**config.mk**
```make
export PLATFORM = sky130hd
export DESIGN_NAME = csa_dot_accumulator
export DESIGN_NICKNAME = d
export VERILOG_FILES = /design/src/rtl/csa_dot_accumulator.sv
export SDC_FILE = /design/constraint.sdc
export NUM_CORES = 1
export LEC_CHECK = 0
export BUFFER_PORTS_ARGS = -buffer_cell sky130_fd_sc_hd__buf_2
export CELL_PAD_IN_SITES_DETAIL_PLACEMENT = 1
export CELL_PAD_IN_SITES_GLOBAL_PLACEMENT = 1
export CORE_ASPECT_RATIO = 0.8
export CORE_MARGIN = 3
export CORE_UTILIZATION = 23
export CTS_BUF_LIST = sky130_fd_sc_hd__clkbuf_4 sky130_fd_sc_hd__clkbuf_8 sky130_fd_sc_hd__clkbuf_16
export CTS_CLUSTER_DIAMETER = 60
export DETAILED_ROUTE_END_ITERATION = 16
export PLACE_DENSITY = 0.53
export SETUP_SLACK_MARGIN = 0.1
export SLEW_MARGIN = 0
export SYNTH_ARGS = -nofsm -noshare
export SYNTH_HDL_FRONTEND = slang
export SYNTH_SLANG_ARGS = --single-unit
```
**constraint.sdc**
```tcl
create_clock -name clk -period 3.7 [get_ports clk]
set_clock_uncertainty 0.1 [all_clocks]
set_input_delay 0.37 -clock clk [delete_from_list [all_inputs] [get_ports clk]]
set_output_delay 0.37 -clock clk [all_outputs]
set_load 0.05 [all_outputs]
```
**src/rtl/csa_dot_accumulator.sv**
```systemverilog
// Multi-lane signed carry-save accumulator with a registered carry-propagate output stage.
// Optional CSA_ACC_SATURATE_EN adds 4 guard bits, output clamping and out_ovf.
module csa_dot_accumulator #(
    parameter int unsigned IN_W  = 16,
    parameter int unsigned LANES = 4,
    parameter int unsigned ACC_W = 32,
    parameter int unsigned CNT_W = 8
) (
    input  logic                   clk,
    input  logic                   rst,
    input  logic                   in_valid,
    output logic                   in_ready,
    input  logic [LANES*IN_W-1:0]  in_data,
    input  logic                   in_last,
    output logic                   out_valid,
    input  logic                   out_ready,
    output logic [ACC_W-1:0]       out_data,
    output logic [CNT_W-1:0]       out_beats,
    output logic                   out_ovf
);

`ifdef CSA_ACC_SATURATE_EN
    localparam int unsigned GUARD_W = 4;
`else
    localparam int unsigned GUARD_W = 0;
`endif
    localparam int unsigned SUM_W = ACC_W + GUARD_W;
    localparam logic [CNT_W-1:0] CNT_MAX = '1;

    logic [SUM_W-1:0] acc_sum_q, acc_sum_d;
    logic [SUM_W-1:0] acc_carry_q, acc_carry_d;
    logic [CNT_W-1:0] cnt_q, cnt_d;
    logic             pend_q, pend_d;
    logic [SUM_W-1:0] pend_sum_q, pend_sum_d;
    logic [SUM_W-1:0] pend_carry_q, pend_carry_d;
    logic [CNT_W-1:0] pend_cnt_q, pend_cnt_d;
    logic             out_valid_q, out_valid_d;
    logic [ACC_W-1:0] out_data_q, out_data_d;
    logic [CNT_W-1:0] out_beats_q, out_beats_d;
    logic             out_ovf_q, out_ovf_d;

    logic [SUM_W-1:0] csa_s, csa_c, csa_x, csa_cs;
    logic [SUM_W-1:0] red_sum, red_carry;
    logic [CNT_W-1:0] cnt_inc;
    logic [SUM_W-1:0] cpa_full;
    logic [ACC_W-1:0] cpa_res;
    logic             cpa_ovf;
    logic             accept;
    logic             load_b;

    assign in_ready = !(pend_q && out_valid_q && !out_ready);
    assign accept   = in_valid && in_ready;
    assign load_b   = pend_q && (!out_valid_q || out_ready);

    // 3:2 compressor chain; the pair always represents csa_s + 2*csa_c.
    always_comb begin
        csa_s  = acc_sum_q;
        csa_c  = acc_carry_q;
        csa_x  = '0;
        csa_cs = '0;
        for (int k = 0; k < int'(LANES); k++) begin
            csa_x  = SUM_W'($signed(in_data[k*IN_W +: IN_W]));
            csa_cs = csa_c << 1;
            csa_c  = (csa_s & csa_cs) | (csa_s & csa_x) | (csa_cs & csa_x);
            csa_s  = csa_s ^ csa_cs ^ csa_x;
        end
        red_sum   = csa_s;
        red_carry = csa_c;
    end

    assign cnt_inc = (cnt_q == CNT_MAX) ? cnt_q : cnt_q + CNT_W'(1);

    // Carry-propagate resolution of the pending pair, with optional clamp.
    always_comb begin
        cpa_full = pend_sum_q + (pend_carry_q << 1);
        cpa_res  = cpa_full[ACC_W-1:0];
        cpa_ovf  = 1'b0;
`ifdef CSA_ACC_SATURATE_EN
        if (cpa_full[SUM_W-1:ACC_W-1] != {(GUARD_W+1){cpa_full[SUM_W-1]}}) begin
            cpa_ovf = 1'b1;
            cpa_res = cpa_full[SUM_W-1] ? {1'b1, {(ACC_W-1){1'b0}}}
                                        : {1'b0, {(ACC_W-1){1'b1}}};
        end
`endif
    end

    always_comb begin
        acc_sum_d    = acc_sum_q;
        acc_carry_d  = acc_carry_q;
        cnt_d        = cnt_q;
        pend_d       = pend_q;
        pend_sum_d   = pend_sum_q;
        pend_carry_d = pend_carry_q;
        pend_cnt_d   = pend_cnt_q;
        out_valid_d  = out_valid_q;
        out_data_d   = out_data_q;
        out_beats_d  = out_beats_q;
        out_ovf_d    = out_ovf_q;

        if (load_b) begin
            pend_d      = 1'b0;
            out_valid_d = 1'b1;
            out_data_d  = cpa_res;
            out_beats_d = pend_cnt_q;
            out_ovf_d   = cpa_ovf;
        end else if (out_ready) begin
            out_valid_d = 1'b0;
        end

        // A closing beat bypasses the accumulator straight into the pending pair.
        if (accept) begin
            if (in_last) begin
                pend_d       = 1'b1;
                pend_sum_d   = red_sum;
                pend_carry_d = red_carry;
                pend_cnt_d   = cnt_inc;
                acc_sum_d    = '0;
                acc_carry_d  = '0;
                cnt_d        = '0;
            end else begin
                acc_sum_d    = red_sum;
                acc_carry_d  = red_carry;
                cnt_d        = cnt_inc;
            end
        end
    end

    always_ff @(posedge clk) begin
        if (rst) begin
            acc_sum_q    <= '0;
            acc_carry_q  <= '0;
            cnt_q        <= '0;
            pend_q       <= 1'b0;
            pend_sum_q   <= '0;
            pend_carry_q <= '0;
            pend_cnt_q   <= '0;
            out_valid_q  <= 1'b0;
            out_data_q   <= '0;
            out_beats_q  <= '0;
            out_ovf_q    <= 1'b0;
        end else begin
            acc_sum_q    <= acc_sum_d;
            acc_carry_q  <= acc_carry_d;
            cnt_q        <= cnt_d;
            pend_q       <= pend_d;
            pend_sum_q   <= pend_sum_d;
            pend_carry_q <= pend_carry_d;
            pend_cnt_q   <= pend_cnt_d;
            out_valid_q  <= out_valid_d;
            out_data_q   <= out_data_d;
            out_beats_q  <= out_beats_d;
            out_ovf_q    <= out_ovf_d;
        end
    end

    assign out_valid = out_valid_q;
    assign out_data  = out_data_q;
    assign out_beats = out_beats_q;
    assign out_ovf   = out_ovf_q;

endmodule

```
==> qor.csv, run 1 <==
metric,value,unit
areaGrowthSynthToFinish,16.57,%
slew-limit-headroom,41.80,%
required,3910,ps
hp-class,in -> reg,
finalMaxSlewViolations,0,
crit_path_end_kind,flip-flop,
cts_tree,done,
htree_levels,4,
grt_pass1_wl,53760,um
holdWs,134.5,ps
cp-start-kind,flip-flop,
setup_viol,0,
synth_most_common_cell,nand2_1,
yosysTopAreaCell,dfxtp_1,
ys_async_sr_fraction,0,%
netlist-cell-type-count,59,
top_usage_layer,met1,
p_leak,5.035,nW
drive_gt1_share,13.75,%
use_met1,21.03,%
r2r_end,out_data[17],
grt.total_usage,13.50,%
worst_pin_slew,872.9,ps
grt_setup_unrepaired,no,
placed_cells,1845,
r2r_start,pend_sum_q[1],
drc,0,
worst-setup-path-type,reg -> reg,
num_rows,70,
total_power,9.516,mW
synth.top_cell.area_share,33.75,%
startpoint,pend_sum_q[1],
hold_depth,4,
dr.pass1.iters,5,
final_cells,1878,
avgSynthCellArea,9.233,um^2
cap_viol_max_count,0,
syn-num-nets,1407,
post-place-ws,313.5,ps
ios,112,
hold_violations,0,
ys_top_cells_by_count,"nand2_1 (265), a21oi_1 (186), dfxtp_1 (184)",
synth_area_leaders,"dfxtp_1 (34%), fa_1 (22%), nand2_1 (9.1%)",
cp.arrival,3420,ps
post_dp_cell_area,12090,um^2
reg2reg_depth,10,
finalWirelength,32980,um
final.period_utilization,86.83,%
ys_seq_elements,184,
period_needed,3213,ps
yosys_warnings,0,
clk_latency,460,ps
gr-total-overflow,0,
dieArea,50110,um^2
core,46240,um^2
p_per_area,748.0,nW/um^2
viasPerCell,4.551,
gr-usage-met2,18.97,%
clk_pin_slew,70,ps
drt_iter0_markers,450,
via_count,8547,
synth-edff-count,0,
yosysSeqAreaShare,33.75,%
cts_setup_buffers,0,
gp_congestion,0.7436,
path_max_fanout,4,
final_util,27.51,%
setup_tns,0,ps
die_w,249.5,um
fin_nets,1477,
vdd_drop_max,0.0002945,V
cts_root_buf,clkbuf_16,
rrSetupSlack,490,ps
initial_core_util,23.60,%
cts_hold_buf,0,
final_area,12720,um^2
syn_inst,1182,
ant_nets,0,
first_global_vias,9091,
hp-start,out_ready,
cts.sinks,184,
setup_ws,487.4,ps
synth_flop_cell,dfxtp_1,
whs_endpoint,out_valid,
postCtsResizedCells,0,
io_buffers,110,
wl_per_cell,17.56,um
dp_hpwl,24490,um
syn_area,10910,um^2
cts_buffers,17,
cts_buffer_depth,2,
antenna_found_initial,0,
die_h,200.8,um
max_clock_freq,311.3,MHz
status,"complete, no violations",
grt_max_degree,78,
grtUsageMet3,2.694,%
-- where the power goes --
| group | switching, mW | total, mW | internal [mW] |
|---|---|---|---|
| Clock | 0.937 | 2.03 | 1.10 |
| Combinational | 2.68 | 4.74 | 2.05 |
| Sequential | 0.329 | 2.74 | 2.41 |
-- how the worst max path moves through the flow --
| stage | to | slack, ps | depth (start not counted) |
|---|---|---|---|
| 2_1_floorplan | acc_sum_q[31] | 990 | 9 |
| 3_3_place_gp | acc_sum_q[17] | 360 | 8 |
| 3_5_place_dp | acc_sum_q[15] | 310 | 8 |
| 4_1_cts | out_data[17] | 470 | 10 |
| 5_1_grt | out_data[17] | 290 | 10 |
| 6_report | out_data[17] | 490 | 10 |
-- metal layers --
layer	vias to the layer above	routed length, um
met5	-	0
met4	0	357
met3	17	903
met2	82	13640
met1	4280	18080
li1	4168	-
-- cells in the final DEF (no fill, tap or decap), types with 8 or more instances in the layout --
cell type | Yosys | routed
nand2_1 | 265 | 262
a21oi_1 | 186 | 186
dfxtp_1 | 184 | 184
fa_1 | 121 | 121
buf_2 | 0 | 109
nand3b_1 | 66 | 66
nor2_1 | 40 | 40
ha_1 | 35 | 35
a21o_1 | 22 | 22
nand3_1 | 21 | 21
xnor2_1 | 21 | 21
and3_1 | 18 | 17
clkbuf_16 | 0 | 17
inv_1 | 13 | 13
o21ai_0 | 13 | 13
nor3_1 | 12 | 12
buf_4 | 2 | 12
a31oi_1 | 8 | 8
-- critical path: stages, from the launching register on --
cell and delay, ps:
dfxtp_1 320, ha_1 270, fa_1 440, a21oi_2 200
o211ai_1 190, a2111oi_4 550, o21ai_2 110, a2111o_1 470
a21o_1 170, nand3_1 140, a21oi_1 90
-- state kept, by name, indices dropped and copies added, names as in the netlist --
| signal | cells |
|---|---|
| acc_carry_q | 31 |
| pend_q | 1 |
| pend_carry_q | 31 |
| pend_cnt_q | 8 |
| out_data | 32 |
| pend_sum_q | 32 |
| out_beats | 8 |
| cnt_q | 8 |
| acc_sum_q | 32 |
| out_valid | 1 |
-- final cells by class --
class | count | area (um^2)
clock inverters | 15 | 206.4
inverters | 14 | 52.55
clock buffers | 17 | 425.4
multi-input cells | 911 | 6898
diodes | 1 | 2.502
fillers | 5406 | 33520
repair buffers | 124 | 686.9
flip-flops and latches | 184 | 3684
well taps | 612 | 765.7
-- logic make-up (layout without fill, tap and decap cells) --
group	count (synthesis)	in the layout	synth area share (%)
flip-flops	184	184	33.75
other	1	2	0.03436
adder cells (fa/ha/maj)	156	156	26.21
multiplexers	3	3	0.2752
AO/OA/AOI/OAI	280	280	15.46
AND/OR/NAND/NOR	444	444	18.98
XOR/XNOR	27	27	2.167
buffers and inverters	87	170	3.130
Power figures use the tool's default switching activity.
==> run 2, diff against run 1 <==
--- a/config.mk
+++ b/config.mk
@@ -5,6 +5,7 @@
 export SDC_FILE = /design/constraint.sdc
 export NUM_CORES = 1
 export LEC_CHECK = 0
+export ABC_AREA = 1
 export BUFFER_PORTS_ARGS = -buffer_cell sky130_fd_sc_hd__buf_2
 export CELL_PAD_IN_SITES_DETAIL_PLACEMENT = 1
 export CELL_PAD_IN_SITES_GLOBAL_PLACEMENT = 1
@@ -14,7 +15,7 @@
 export CTS_BUF_LIST = sky130_fd_sc_hd__clkbuf_4 sky130_fd_sc_hd__clkbuf_8 sky130_fd_sc_hd__clkbuf_16
 export CTS_CLUSTER_DIAMETER = 60
 export DETAILED_ROUTE_END_ITERATION = 16
-export PLACE_DENSITY = 0.53
+export PLACE_DENSITY = 0.54
 export SETUP_SLACK_MARGIN = 0.1
 export SLEW_MARGIN = 0
 export SYNTH_ARGS = -nofsm -noshare
==> qor.csv, run 2 <==
metric,value,unit,change
first_global_vias,10280,,+13%
synth_area_leaders,"dfxtp_1 (32%), fa_1 (21%), nand2_1 (12%)",,
p_per_area,647.3,nW/um^2,-13%
syn_area,11540,um^2,+5.7%
gp_congestion,0.7883,,+6.0%
drc,0,,unchanged
cts_hold_buf,0,,unchanged
yosysSeqAreaShare,31.92,%,-1.8 points
die_w,256.4,um,+2.8%
routed.top_layer,met4,,
yosys_warnings,0,,unchanged
cts_setup_buffers,0,,unchanged
finalWirelength,34050,um,+3.2%
io_buffers,110,,unchanged
synth.top_cell.area_share,31.92,%,-1.8 points
ios,112,,unchanged
required,3980,ps,+70 ps
dieArea,52910,um^2,+5.6%
max_stage_delay,570,ps,+20 ps
synth_most_common_cell,nand2_1,,
grt.total_usage,13.59,%,+0.095 points
routed-wl-met2,17000,um,+25%
cts_buffers,17,,unchanged
setup_ws,781.7,ps,+294.3 ps
die_h,206.3,um,+2.7%
syn-num-nets,1691,,+20%
fin_nets,1774,,+20%
gr-total-overflow,0,,unchanged
placed_cells,2196,,+19%
cts.sinks,184,,unchanged
viasPerCell,4.256,,-6.5%
antenna_found_initial,0,,unchanged
post_dp_cell_area,12730,um^2,+5.3%
period_needed,2918,ps,-294.3 ps
cp-start-kind,input port,,
cts_buffer_depth,2,,unchanged
clk_latency,460,ps,about the same
antenna_cells,0,,-1
drt_iter0_markers,468,,+4.0%
hp-class,in -> reg,,
cp.arrival,3200,ps,-220 ps
ant_nets,0,,unchanged
ys_top_cells_by_count,"nand2_1 (355), nor2_1 (231), dfxtp_1 (184)",,
dp_hpwl,26690,um,+9.0%
crit_chain,"buf_2, fa_1, fa_1, fa_1, fa_1, nor2_1, nor2_1",,
path_max_fanout,17,,+13
synth-edff-count,0,,unchanged
initial_core_util,23.59,%,about the same
n_fill_cell,5912,,+9.4%
final.period_utilization,78.87,%,-8.0 points
ys_seq_elements,184,,unchanged
grt_pass1_wl,56860,um,+5.8%
setup_viol,0,,unchanged
max_clock_freq,342.7,MHz,+10%
core,48920,um^2,+5.8%
cap_viol_max_count,0,,unchanged
grt_setup_unrepaired,no,,
avgSynthCellArea,7.872,um^2,-15%
synth_flop_cell,dfxtp_1,,
final_cell_mix,"nand2_1 (355), nor2_1 (231), dfxtp_1 (184)",,
p_leak,6.255,nW,+24%
netlist-cell-type-count,43,,-27%
areaGrowthSynthToFinish,15.55,%,
wl_met1,15880,um,-12%
cts_tree,done,,
htree_levels,4,,unchanged
clk_pin_slew,70,ps,about the same
slew-limit-headroom,38.86,%,-2.9 points
vdd_drop_max,0.0003425,V,+16%
final_cells,2228,,+19%
cp_common_cell,fa_1,,
setup_tns,0,ps,unchanged
post-place-ws,283.2,ps,-30.28 ps
cts_root_buf,clkbuf_16,,
holdWs,113.8,ps,-20.61 ps
finalMaxSlewViolations,0,,unchanged
crit_slowest_cell,buf_2,,
layout_commonest_cell,nand2_1,,
syn_inst,1466,,+24%
via_count,9483,,+11%
grt_max_degree,77,,-1.3%
dr.pass1.iters,4,,-1
wl_per_cell,15.28,um,-13%
multiInputGateArea,7019,um^2,+1.8%
yosysTopAreaCell,dfxtp_1,,
final_area,13330,um^2,+4.8%
postCtsResizedCells,0,,unchanged
crit_path_end_kind,flip-flop,,
seq_area,3684,um^2,unchanged
worst_pin_slew,915.8,ps,+42.87 ps
drive_gt1_share,13.00,%,-0.76 points
hold_violations,0,,unchanged
status,"complete, no violations",,
met3_length,878,um,-2.8%
ys_async_sr_fraction,0,%,unchanged
num_rows,72,,+2.9%
worst-setup-path-type,in -> reg,,
[run 2: layer usage]
| metal | vias up | GRT usage (%) |
|---|---|---|
| met5 | - | 0 |
| met4 | 0 | 2.752 |
| met3 | 16 | 2.315 |
| met2 | 75 | 24.04 |
| met1 | 4655 | 17.54 |
| li1 | 4737 | - |
[run 2: power by group]
| part | switching (mW) | total [mW] | internal, mW |
|---|---|---|---|
| Clock | 0.865 | 1.91 | 1.05 |
| Sequential | 0.233 | 2.54 | 2.31 |
| Combinational | 2.38 | 4.17 | 1.80 |
[run 2: cell type report]
cell class / count / area share, %
well taps: 666 / 6.249
clock inverters: 12 / 1.060
clock buffers: 20 / 3.453
multi-input cells: 1080 / 52.64
inverters: 144 / 4.054
flip-flops and latches: 184 / 27.63
repair buffers: 122 / 4.917
[run 2: path summary, 6_finish.rpt]
kind | depth (start not counted) | slack (ps) | startpoint | end
max | 7 | 780 | in_data[15] | pend_sum_q[17]
min | 4 | 110 | out_ready | out_valid
max reg2reg | 6 | 980 | acc_sum_q[16] | acc_sum_q[16]
min reg2reg | 2 | 380 | acc_sum_q[0] | acc_sum_q[0]
[run 2: cells by family after synthesis]
group           Yosys count  share of synthesized area (%)
xor+xnor                 24                          1.822
other cells               1                        0.03250
fa+ha+maj               156                          24.79
simple gates            688                          24.66
buf+inv                 202                          7.254
mux                       1                        0.08674
flops                   184                          31.92
compound gates          210                          9.444
[run 2: stage by stage]
step | utilization [%] | total power, mW
floorplan | - | 5.550
detailed placement | 26.03 | 6.859
finish | 27.26 | 8.631
CTS | 27.26 | 8.853
global placement | 26.03 | 6.770
global route | 27.26 | 9.542
[run 2: worst max-delay path: cells and delay by family]
family	cells	cell delay [ps]
adders and majority gates	4	2020
buffers and inverters	1	570
and+or+nand+nor	2	230
